`src/rtl/apb_pkg.sv`:
```
// Shared APB definitions: bus widths, slave FSM state encoding and default parameters.
package apb_pkg;

  localparam int unsigned ADDR_W          = 9;
  localparam int unsigned DATA_W          = 8;
  localparam int unsigned CNT_W           = 4;
  localparam int unsigned DEF_MEM_DEPTH   = 64;
  localparam int unsigned DEF_WAIT_CYCLES = 2;

  typedef enum logic [1:0] {
    StIdle,
    StWait,
    StResp
  } slave_state_e;

endpackage

```
`src/rtl/apb_slave_regfile.sv`:
```
// Byte-wide storage with a synchronous write port and a registered read port.
// Contents are never reset; only the read register clears.
module apb_slave_regfile
  import apb_pkg::*;
#(
  parameter int unsigned MEM_DEPTH = DEF_MEM_DEPTH
) (
  input  logic              clk_i,
  input  logic              rst_i,
  input  logic              we_i,
  input  logic              re_i,
  input  logic [7:0]        addr_i,
  input  logic [DATA_W-1:0] wdata_i,
  output logic [DATA_W-1:0] rdata_o
);

  localparam int unsigned IDX_W = (MEM_DEPTH > 1) ? $clog2(MEM_DEPTH) : 1;

  logic [DATA_W-1:0] mem_q [MEM_DEPTH];
  logic [DATA_W-1:0] rdata_q;
  logic [IDX_W-1:0]  idx;

  // Callers only enable a port for in-range addresses, so truncation is safe.
  assign idx = addr_i[IDX_W-1:0];

  always_ff @(posedge clk_i) begin
    if (we_i) begin
      mem_q[idx] <= wdata_i;
    end
  end

  // Read data is held only for the cycle after a read strobe, zero otherwise.
  always_ff @(posedge clk_i) begin
    if (rst_i) begin
      rdata_q <= '0;
    end else if (re_i) begin
      rdata_q <= mem_q[idx];
    end else begin
      rdata_q <= '0;
    end
  end

  assign rdata_o = rdata_q;

endmodule

```
`src/rtl/apb_slave_mem.sv`:
```
// APB slave fronting a small byte memory, with a programmable number of wait states
// inserted before the single-cycle PREADY response.
module apb_slave_mem
  import apb_pkg::*;
#(
  parameter int unsigned MEM_DEPTH   = DEF_MEM_DEPTH,
  parameter int unsigned WAIT_CYCLES = DEF_WAIT_CYCLES
) (
  input  logic              PCLK,
  input  logic              PRESET,
  input  logic              PSEL,
  input  logic              PENABLE,
  input  logic              PWRITE,
  input  logic [ADDR_W-1:0] PADDR,
  input  logic [DATA_W-1:0] PWDATA,
  output logic [DATA_W-1:0] PRDATA,
  output logic              PREADY,
  output logic              PSLVERR
);

  slave_state_e      state_q, state_d;
  logic [CNT_W-1:0]  cnt_q, cnt_d;
  logic [7:0]        addr_q, addr_d;
  logic              wr_q, wr_d;
  logic [DATA_W-1:0] wdata_q, wdata_d;
  logic              pready_q, pslverr_q;
  logic              fire;
  logic              err;
  logic              mem_we, mem_re;
  logic              unused_paddr_msb;

  // The master decodes the top address bit before selecting us.
  assign unused_paddr_msb = PADDR[ADDR_W-1];

  assign err = (32'(addr_q) >= MEM_DEPTH);

  always_comb begin
    state_d = state_q;
    cnt_d   = cnt_q;
    addr_d  = addr_q;
    wr_d    = wr_q;
    wdata_d = wdata_q;
    fire    = 1'b0;
    case (state_q)
      StIdle: begin
        if (PSEL && !PENABLE) begin
          state_d = StWait;
          addr_d  = PADDR[7:0];
          wr_d    = PWRITE;
          wdata_d = PWDATA;
          cnt_d   = CNT_W'(WAIT_CYCLES);
        end
      end
      StWait: begin
        if (!PSEL) begin
          state_d = StIdle;
        end else if (!PENABLE) begin
          // A fresh setup phase restarts the transfer from scratch.
          addr_d  = PADDR[7:0];
          wr_d    = PWRITE;
          wdata_d = PWDATA;
          cnt_d   = CNT_W'(WAIT_CYCLES);
        end else if (cnt_q != '0) begin
          cnt_d = cnt_q - 1'b1;
        end else begin
          state_d = StResp;
          fire    = 1'b1;
        end
      end
      StResp: begin
        state_d = StIdle;
      end
      default: begin
        state_d = StIdle;
      end
    endcase
  end

  assign mem_we = fire && wr_q && !err && !PRESET;
  assign mem_re = fire && !wr_q && !err && !PRESET;

  always_ff @(posedge PCLK) begin
    if (PRESET) begin
      state_q   <= StIdle;
      cnt_q     <= '0;
      addr_q    <= '0;
      wr_q      <= 1'b0;
      wdata_q   <= '0;
      pready_q  <= 1'b0;
      pslverr_q <= 1'b0;
    end else begin
      state_q   <= state_d;
      cnt_q     <= cnt_d;
      addr_q    <= addr_d;
      wr_q      <= wr_d;
      wdata_q   <= wdata_d;
      pready_q  <= fire;
      pslverr_q <= fire && err;
    end
  end

  apb_slave_regfile #(
    .MEM_DEPTH(MEM_DEPTH)
  ) u_regfile (
    .clk_i  (PCLK),
    .rst_i  (PRESET),
    .we_i   (mem_we),
    .re_i   (mem_re),
    .addr_i (addr_q),
    .wdata_i(wdata_q),
    .rdata_o(PRDATA)
  );

  assign PREADY  = pready_q;
  assign PSLVERR = pslverr_q;

endmodule

```
`config.mk`:
```
export PLATFORM = sky130hd
export DESIGN_NAME = apb_slave_mem
export DESIGN_NICKNAME = d
export VERILOG_FILES = /design/src/rtl/apb_pkg.sv /design/src/rtl/apb_slave_regfile.sv /design/src/rtl/apb_slave_mem.sv
export SDC_FILE = /design/constraint.sdc
export NUM_CORES = 1
export LEC_CHECK = 0
export CAP_MARGIN = 20
export CORE_ASPECT_RATIO = 0.75
export CORE_MARGIN = 5
export CORE_UTILIZATION = 30
export DETAILED_ROUTE_END_ITERATION = 12
export DONT_BUFFER_PORTS = 1
export PLACE_DENSITY = 0.46
export SYNTH_ARGS = -nofsm -noshare
export SYNTH_HDL_FRONTEND = slang
export SYNTH_HIERARCHICAL = 1
export SYNTH_SLANG_ARGS = --single-unit
export TNS_END_PERCENT = 30
```
`constraint.sdc`:
```
create_clock -name PCLK -period 2.5 [get_ports PCLK]
set_clock_uncertainty 0.1 [all_clocks]
set_input_delay 0.625 -clock PCLK [delete_from_list [all_inputs] [get_ports PCLK]]
set_output_delay 0.625 -clock PCLK [all_outputs]
set_load 0.005 [all_outputs]
```
Word-level counts from Yosys, hierarchy flattened
Memory sizes are Yosys's and may differ from the RTL's. A register that Yosys moved wholly into a read port is not among the register bits. Index checks and enable logic that the tools add are counted.

Bitwise logic cells: 1. Reduce and logical (&&, ||, !) cells: 19. Order comparisons: 1. Equal/unequal tests: 7. Mux-type cells: 28. $add $sub $neg: 1.

Operators with widths (number): two-way mux 8 bit (6); one-hot mux 8 bit (2 select lines) (2); two-way mux 4 bit (4); two-way mux 1 bit (9); inequality test 3 bit, second input constant (3); greater-or-equal comparator 8 x 7 -> 1 bit, second input constant (1); logical AND 1 bit (8); two-way mux 2 bit (4); one-hot mux 4 bit (2 select lines) (1); AND reduction 4 bit (2); inequality test 2 bit, second input constant (3); logical NOT 1 bit (4); one-hot mux 2 bit (2 select lines) (1); nonzero test 4 bit (1); subtractor 4 x 1 -> 4 bit, second input constant (1); AND reduction 3 bit (1); == test 2 x 1 -> 1 bit, second input constant (1); logical NOT 2 bit (1); one-hot mux 1 bit (2 select lines) (1); nonzero test 2 bit (1); OR reduction 2 bit (1); inverter 1 bit (1).

Register bits after elaboration: 25. Memory bits (writable): 512. Memories: 1. Bits of input ports: 22. Logic and storage cells: 65.

Memory list: u_regfile.mem_q (words 64, width 8, rd ports 1, clocked after Yosys merged registers in 1, write ports 1, RTL line apb_slave_regfile.sv:19) `logic [DATA_W-1:0] mem_q [MEM_DEPTH];`.

Logic depth before layout (Yosys ltp)
Gate-level depths: netlist of the first run.

Word-level depth: 10. Gate-level depth with buffers: 10.

Modules after synthesis
The synthesis of the first run kept the hierarchy.

By module, submodules not included: apb_slave_regfile (cells an instance 1185, area each 20170.6 µm², instances 1, seq. area each 15534.9 µm²); apb_slave_mem (cells an instance 118, area each 1006.0 µm², instances 1, seq. area each 500.5 µm²).

Worst setup path after synthesis of the first run
OpenSTA, ideal clock, no wires.

Path kind: reg-to-reg. Start point: register cnt_q[0]. End point: memory u_regfile.mem_q[10][0], enable pin. Library setup time: 370 ps. Stages on the path, launching flop included: 11. Period minus slack after synthesis: 2727 ps. Required time: 2030 ps. Arrival time: 2257 ps. Setup slack: -227 ps. Path through: dfxtp_1 > inv_1 > ha_1 > nor3b_4 > nand2_1 > or3_4 > inv_2 > and3_1 > nor2b_1 > nand2_1 > nor2_1.

Word-level cells in the longest chain between the ends: 10.

Ends and longest elaborated chain: from (decl) (RTL line apb_slave_mem.sv:22) `logic [CNT_W-1:0] cnt_q, cnt_d;`; from (signal assigned) (RTL line apb_slave_mem.sv:93) `cnt_q <= cnt_d;`; nonzero test 4 bit (RTL line apb_slave_mem.sv:63) `end else if (cnt_q != '0) begin`; two-way mux 1 bit (RTL line apb_slave_mem.sv:63); two-way mux 1 bit (RTL line apb_slave_mem.sv:57) `end else if (!PENABLE) begin`; two-way mux 1 bit (RTL line apb_slave_mem.sv:55) `if (!PSEL) begin`; two-way mux 1 bit (RTL line apb_slave_mem.sv:44) `case (state_q)`; logical AND 1 bit (3 in series) (RTL line apb_slave_mem.sv:79) `assign mem_we = fire && wr_q && !err && !PRESET;`; via mem_we (RTL line apb_slave_mem.sv:29) `logic mem_we, mem_re;`; two-way mux 1 bit (RTL line apb_slave_regfile.sv:27) `if (we_i) begin`; two-way mux 1 bit (implied by the code) (RTL line apb_slave_regfile.sv:28) `mem_q[idx] <= wdata_i;`; to (decl) (RTL line apb_slave_regfile.sv:19).

The timed path passes the listed nets, and every way through them passes these cells.

Worst setup path after layout of the first run
Start point: register addr_q[0]. End point: register u_regfile.rdata_q[7] (netlist: u_regfile/rdata_o[7]) (read register of u_regfile.mem_q).

Word-level cells in the longest chain between the ends: 6.

Ends and longest elaborated chain: from (decl) (RTL line apb_slave_mem.sv:23) `logic [7:0] addr_q, addr_d;`; from (signal assigned) (RTL line apb_slave_mem.sv:94) `addr_q <= addr_d;`; greater-or-equal comparator 8 x 7 -> 1 bit (RTL line apb_slave_mem.sv:35) `assign err = (32'(addr_q) >= MEM_DEPTH);`; logical NOT 1 bit (RTL line apb_slave_mem.sv:80) `assign mem_re = fire && !wr_q && !err && !PRESET;`; logical AND 1 bit (2 in series) (RTL line apb_slave_mem.sv:80); inverter 1 bit (no source line); OR reduction 2 bit (no source line); to (decl) (RTL line apb_slave_regfile.sv:20) `logic [DATA_W-1:0] rdata_q;`.

Several ways; a longest one is shown, not always the timed one. A chain may end at the register's enable or synchronous reset.

==> results of run 1 <==
[worst max-delay path, stage by stage (launching register included)]
cell	delay [ns]
dfxtp_4	0.35
buf_12	0.14
buf_4	0.14
nor2b_4	0.14
buf_4	0.31
a221oi_1	0.15
nor3_1	0.43
nor4_1	0.10
o2111a_1	0.21
a41oi_1	0.28
buf_4	0.18
[flip-flops by register name (all words and copies together), names as in the netlist]
register           count
u_regfile/mem_q      512
addr_q                 8
u_regfile/rdata_o      8
wdata_q                8
cnt_q                  4
state_q                2
PREADY                 1
PSLVERR                1
wr_q                   1
[synth_stat cells, types with 2 or more instances]
cell / instances
a221o_1: 4
a41oi_1: 4
a22oi_1: 99
ha_1: 2
nor2_2: 3
buf_2: 48
nand2b_1: 4
mux2_2: 39
nor3_1: 16
o21ai_0: 20
buf_1: 3
nor2_1: 100
nor3b_1: 3
o2bb2ai_1: 2
dfxtp_1: 33
edfxtp_1: 512
nand2_1: 60
a22o_1: 11
buf_4: 12
a31oi_1: 4
a2111oi_0: 2
nand4_1: 5
mux2i_1: 30
a221oi_1: 64
nor4_1: 4
mux4_2: 13
o22a_1: 7
nand3_1: 10
inv_1: 6
o211ai_1: 2
a21oi_1: 47
o31ai_1: 2
or2_2: 2
o221ai_1: 13
clkbuf_1: 26
o21ai_1: 2
inv_2: 2
nor2b_1: 9
a221oi_2: 2
o22ai_1: 35
and3_1: 10
buf_6: 5
and2_1: 4
[cell usage in the layout (no fill, tap or decap), drive strengths merged, types with 5 or more instances in the layout]
cell and count:
o22a 7, mux4 13, o21ai 22, clkbuf 74
nor2b 9, nand4 5, a21oi 47, bufinv 8
nand3 10, a221oi 66, buf 285, inv 9
a22o 11, dfxtp 33, clkinv 12, mux2 39
edfxtp 512, and3 10, nand2 60, o221ai 13
nor4 5, o22ai 35, nor2 103, mux2i 30
a22oi 99, nor3 16
[layer usage]
| metal | vias up | track usage [%] |
|---|---|---|
| met2 | 536 | 24.0 |
| li1 | 5795 | - |
| met4 | 2 | 3.54 |
| met1 | 6997 | 27.9 |
| met5 | - | 0 |
| met3 | 88 | 4.32 |
[final cells by class]
class / count / share of cell area, %
Sequential cell: 545 / 58.2
Multi-Input combinational cell: 655 / 19.3
Timing Repair Buffer: 289 / 11.6
Clock buffer: 71 / 5.31
Tap cell: 946 / 4.29
Clock inverter: 24 / 1.20
Inverter: 8 / 0.109
[power groups by stage]
| stage | combinational (uW) | sequential, uW | clock, uW |
|---|---|---|---|
| after global routing | 1200 | 9980 | 8930 |
| final | 1140 | 9980 | 8390 |
| after CTS | 1050 | 9990 | 8550 |
| after detailed placement | 1020 | 10200 | 0 |
| after floorplan | 444 | 10200 | 0 |
| after global placement | 1020 | 10200 | 0 |
[what timing repair did]
action / CTS / global route
endpoints found under the setup margin: 520 / 512
pin swaps: 23 / 28
buffers inserted: 27 / 13
hold buffers: 1 / 0
gates cloned: 0 / 3
gates resized for setup: 71 / 85
hold endpoints to repair: 20 / 0
[worst paths after layout]
check | slack (ns) | to | depth (start not counted) | from
setup reg to reg | -0.12 | u_regfile/rdata_o[7] | 10 | addr_q[0]
hold / removal | 0.06 | addr_q[0] | 2 | PADDR[0]
setup / recovery | -0.12 | u_regfile/rdata_o[7] | 10 | addr_q[0]
hold reg to reg | 0.38 | wdata_q[3] | 2 | wdata_q[3]
[through the flow]
stage	util (%)	total power [uW]	setup slack [ns]	area, um2	hold WS, ns
2_1_floorplan	-	10700	-0.0456	21500	0.333
3_3_place_gp	35.1	11200	-0.355	24600	0.363
3_5_place_dp	35.1	11200	-0.338	24600	0.362
4_1_cts	38.6	19600	-0.141	27000	0.0270
5_1_grt	39.4	20100	-0.226	27600	0.0438
6_report	39.4	19500	-0.120	27600	0.0629
[cells by family after synthesis]
group | count (synthesis)
buffers and inverters | 103
AO/OA/AOI/OAI | 332
multiplexers | 82
flip-flops | 545
adder cells (fa/ha/maj) | 2
AND/OR/NAND/NOR | 239
==> reports/qor.yml, run 1 <==
routing:
  met2_length_mm: 27.5
  dr.pass1.iters: 6
  postRouteAntennaNets: 0
  drc: 0
  drtIter0Drc: 1487
  drt-met1-wl_mm: 33.4
  vias: 13400
  detail_route.wl_per_cell_um: 27.0
  top_layer_used: "met5"
  wl_mm: 68.4
  route.met3.wl_mm: 6.13
  routed_via_density: 5.29
yosys:
  synth_top_area_share_pct: 72.6
  synthSimpleGateAreaFrac_pct: 5.19
  synth_nets: 1327
  seq_area_frac_synth_pct: 75.7
  synth_top_family_by_area: "compound AO/OA/AOI/OAI gates"
  synth_edf_count: 512
  async_flop_share_pct: 0
  synth_flop_cell: "edfxtp_1"
  synth-xor-area-share_pct: 0
  synth.avg_cell_area_um2: 16.3
  synth_top_area_cell: "edfxtp_1"
  yosys-top-cells-area: "edfxtp_1 73%, a22oi_1 3.5%, dfxtp_1 3.1%"
  ys_warn_count: 6
  synth.area.mux_share_pct: 4.87
  netlist_area_um2: 21200
  synthAdderAreaFrac_pct: 0.118
  synth_compound_area_share_pct: 11.6
  synth.ff_latch_count: 545
  synth_cell_types: 65
  postSynthCellCount: 1303
run_status:
  status: "finished with violations"
  violations: "negative setup slack"
worst_hold_path:
  hold_class: "primary input to flip-flop"
floorplanning:
  fp.dieArea_um2: 76100
  ios: 32
  start_util_pct: 30.3
  num_rows: 84
  coreArea_um2: 70000
  fp.dieH_um: 240
  die_x_um: 317
clock_tree:
  clkSinkCount: 545
  path_clk_slew_ns: 0.07
  clock_latency_ns: 0.60
  htree_levels: 2
  cts.path.max_buffers: 3
  cts_tree: "yes"
  root_buffer: "clkbuf_16"
  numCtsBuffers: 53
sta:
  timing.fmax_ghz: 0.382
  worst_slack_ns: -0.120
  tightest_slew_ns: 0.732
  rsz0062_at_grt: "yes"
  finalHoldViolCount: 0
  slew_viol_final: 0
  period_share_pct: 105
  tns_ns: -15.95
  slew_headroom_pct: 51.1
  period_needed_ns: 2.62
  setup_viol: 309
layout:
  syn_to_final_growth_pct: 30.2
  fin_nets: 1576
  regArea_um2: 16100
  antennaDiodeCount: 0
  multi_input_area_um2: 5320
  n_fill_cell: 6522
  drive_gt1_share_pct: 35.6
  instances_no_fill: 2538
place:
  place.gp.congestion: 0.832
  io_buffers: 0
  dp_cells: 2399
  dp_hpwl_mm: 44.2
global_route:
  grt_max_degree: 66
  grt_pass1_vias: 12900
  grt-ovfl-total: 0
  grt_pass1_wl_mm: 95.9
  track_usage_pct: 17.5
  antenna_found_initial: 2
pwr:
  swShare_pct: 21.5
  pwr-share-seq_pct: 51.2
  p_sw_uw: 4200
  vdd_drop_max_uv: 429
  leakagePower_uw: 0.00939
  clkPwrFrac_pct: 43.0
  internal-power_uw: 15300
  p_comb_share_pct: 5.8
  powerDensity_nw_per_um2: 707
critical_path:
  required_ns: 2.94
  end_kind: "flip-flop"
  crit_fanout: 11
  critPathArrivalTime_ns: 3.06
  start_kind: "flip-flop"
  path_class: "flip-flop to flip-flop"
flow_run:
  max-cap-violations: 0
Power figures use the tool's default switching activity.
==> inputs of run 2 (changes only) <==
--- a/config.mk
+++ b/config.mk
@@ -12,6 +12,7 @@
 export DETAILED_ROUTE_END_ITERATION = 12
 export DONT_BUFFER_PORTS = 1
 export PLACE_DENSITY = 0.46
+export SETUP_SLACK_MARGIN = 0.4
 export SYNTH_ARGS = -nofsm -noshare
 export SYNTH_HDL_FRONTEND = slang
 export SYNTH_HIERARCHICAL = 1
==> reports/qor.yml, run 2 (synthesis results as in run 1) <==
floorplanning:
  num_rows: 84
  die_x_um: 317
  ios: 32
  fp.dieH_um: 240
  fp.dieArea_um2: 76100
  coreArea_um2: 70000
  start_util_pct: 30.3
layout:
  instances_no_fill: 2546
  regMostFlops: "u_regfile/mem_q"
  drive_gt1_share_pct: 35.4
  multi_input_area_um2: 5400
  design_area_um2: 27500
  syn_to_final_growth_pct: 30.0
  fin_util_pct: 39.3
  n_fill_cell: 6498
  largest_reg_flops: 512
  final_cell_mix: "512 x edfxtp_1, 183 x buf_4, 97 x a22oi_1"
  final_common_cell: "edfxtp_1"
  fin_nets: 1581
  regArea_um2: 16100
global_route:
  antenna_found_initial: 0
  grt-ovfl-total: 0
  grt_max_degree: 66
  grt_pass1_wl_mm: 95.4
  grt_pass1_vias: 12900
  track_usage_pct: 17.3
routing:
  top_layer_used: "met4"
  drtIter0Drc: 1483
  detail_route.wl_per_cell_um: 26.0
  route.met3.wl_mm: 4.98
  routed_via_density: 5.16
  drc: 0
  vias: 13100
  wl_mm: 66.3
  drt-met1-wl_mm: 32.9
  met2_length_mm: 27.3
  dr.pass1.iters: 5
  postRouteAntennaNets: 0
pwr:
  powerDensity_nw_per_um2: 690
  vdd_drop_max_uv: 468
  leakagePower_uw: 0.00938
sta:
  slew_viol_final: 0
  finalHoldViolCount: 0
  tightest_slew_ns: 0.808
  rsz0062_at_grt: "yes"
  period_share_pct: 106
  worst_slack_ns: -0.153
  hold_slack_ns: 0.0597
  setup_viol: 505
  slew_headroom_pct: 46.0
  period_needed_ns: 2.65
  timing.fmax_ghz: 0.377
clock_tree:
  cts.path.max_buffers: 3
  numCtsBuffers: 52
  htree_levels: 2
  clock_latency_ns: 0.59
  cts_tree: "yes"
  root_buffer: "clkbuf_16"
  clkSinkCount: 545
  path_clk_slew_ns: 0.07
worst_hold_path:
  hold_class: "primary input to flip-flop"
place:
  place.gp.congestion: 0.851
  placed_area_um2: 24700
  dpl_worst_slack_ns: -0.612
  dp_hpwl_mm: 43.8
  dp_cells: 2414
  io_buffers: 0
critical_path:
  end_kind: "flip-flop"
  critPathArrivalTime_ns: 2.86
  required_ns: 2.71
  start_kind: "flip-flop"
  path_class: "flip-flop to flip-flop"
  crit_fanout: 5
run_status:
  violations: "negative setup slack"
  status: "finished with violations"
flow_run:
  max-cap-violations: 0
-- run 2: cell count changes in the layout (fill, tap and decap cells not counted), sizes merged --
cell	previous run	this run
diode	0	1
clkinv	12	19
buf	285	293
bufbuf	0	1
clkinvlp	3	2
bufinv	8	5
clkbuf	74	69
-- run 2: final cells by class --
class                           count  area share, %
Inverter                            8          0.109
Multi-Input combinational cell    655           19.6
Clock inverter                     27          0.936
Clock buffer                       69           5.15
Sequential cell                   545           58.3
Timing Repair Buffer              295           11.5
Tap cell                          946           4.30
Antenna cell                        1        0.00909
-- run 2: where the power goes --
part	internal (uW)	leakage, uW	switching (uW)
sequential	9960	0.00549	43.5
clock	4490	0.000819	3400
combinational	427	0.00307	677
-- run 2: worst max-delay path, stage by stage, from the launching register on --
cell and delay [ns]:
dfxtp_2 0.32, inv_2 0.08, ha_4 0.13, nor3b_4 0.19
nand2_1 0.07, or3_4 0.34, inv_2 0.07, and3_4 0.20
nor2b_4 0.29, nand2_4 0.12, buf_12 0.17, nor2_4 0.15
buf_12 0.14
-- run 2: layer usage --
layer / vias up / GRT usage, %
met1: 6816 / 28.0
met5: - / 0
li1: 5798 / -
met2: 442 / 24.0
met4: 0 / 3.30
met3: 73 / 3.41
-- run 2: path summary, 6_finish.rpt --
check              from                endpoint  slack [ns]  depth (start not counted)
max            cnt_q[0]  u_regfile/mem_q[17][1]       -0.15                         12
min           PWDATA[0]              wdata_q[0]        0.06                          2
max reg2reg    cnt_q[0]  u_regfile/mem_q[17][1]       -0.15                         12
min reg2reg  wdata_q[0]              wdata_q[0]        0.38                          2
-- run 2: repair_timing --
item,4_1_cts,5_1_grt
pin swaps,27,22
hold buffers,1,0
setup endpoints to repair,520,520
resized for setup,102,81
setup buffers,31,2
hold endpoints to repair,20,0
gates cloned,1,0
-- run 2: stage by stage --
| stage | power [uW] | setup TNS, ns |
|---|---|---|
| 2_1_floorplan | 10700 | -19.28 |
| 5_1_grt | 19700 | -105.55 |
| 4_1_cts | 19200 | -31.24 |
| 3_5_place_dp | 11200 | -135.75 |
| 6_report | 19000 | -41.73 |
| 3_3_place_gp | 11200 | -130.76 |
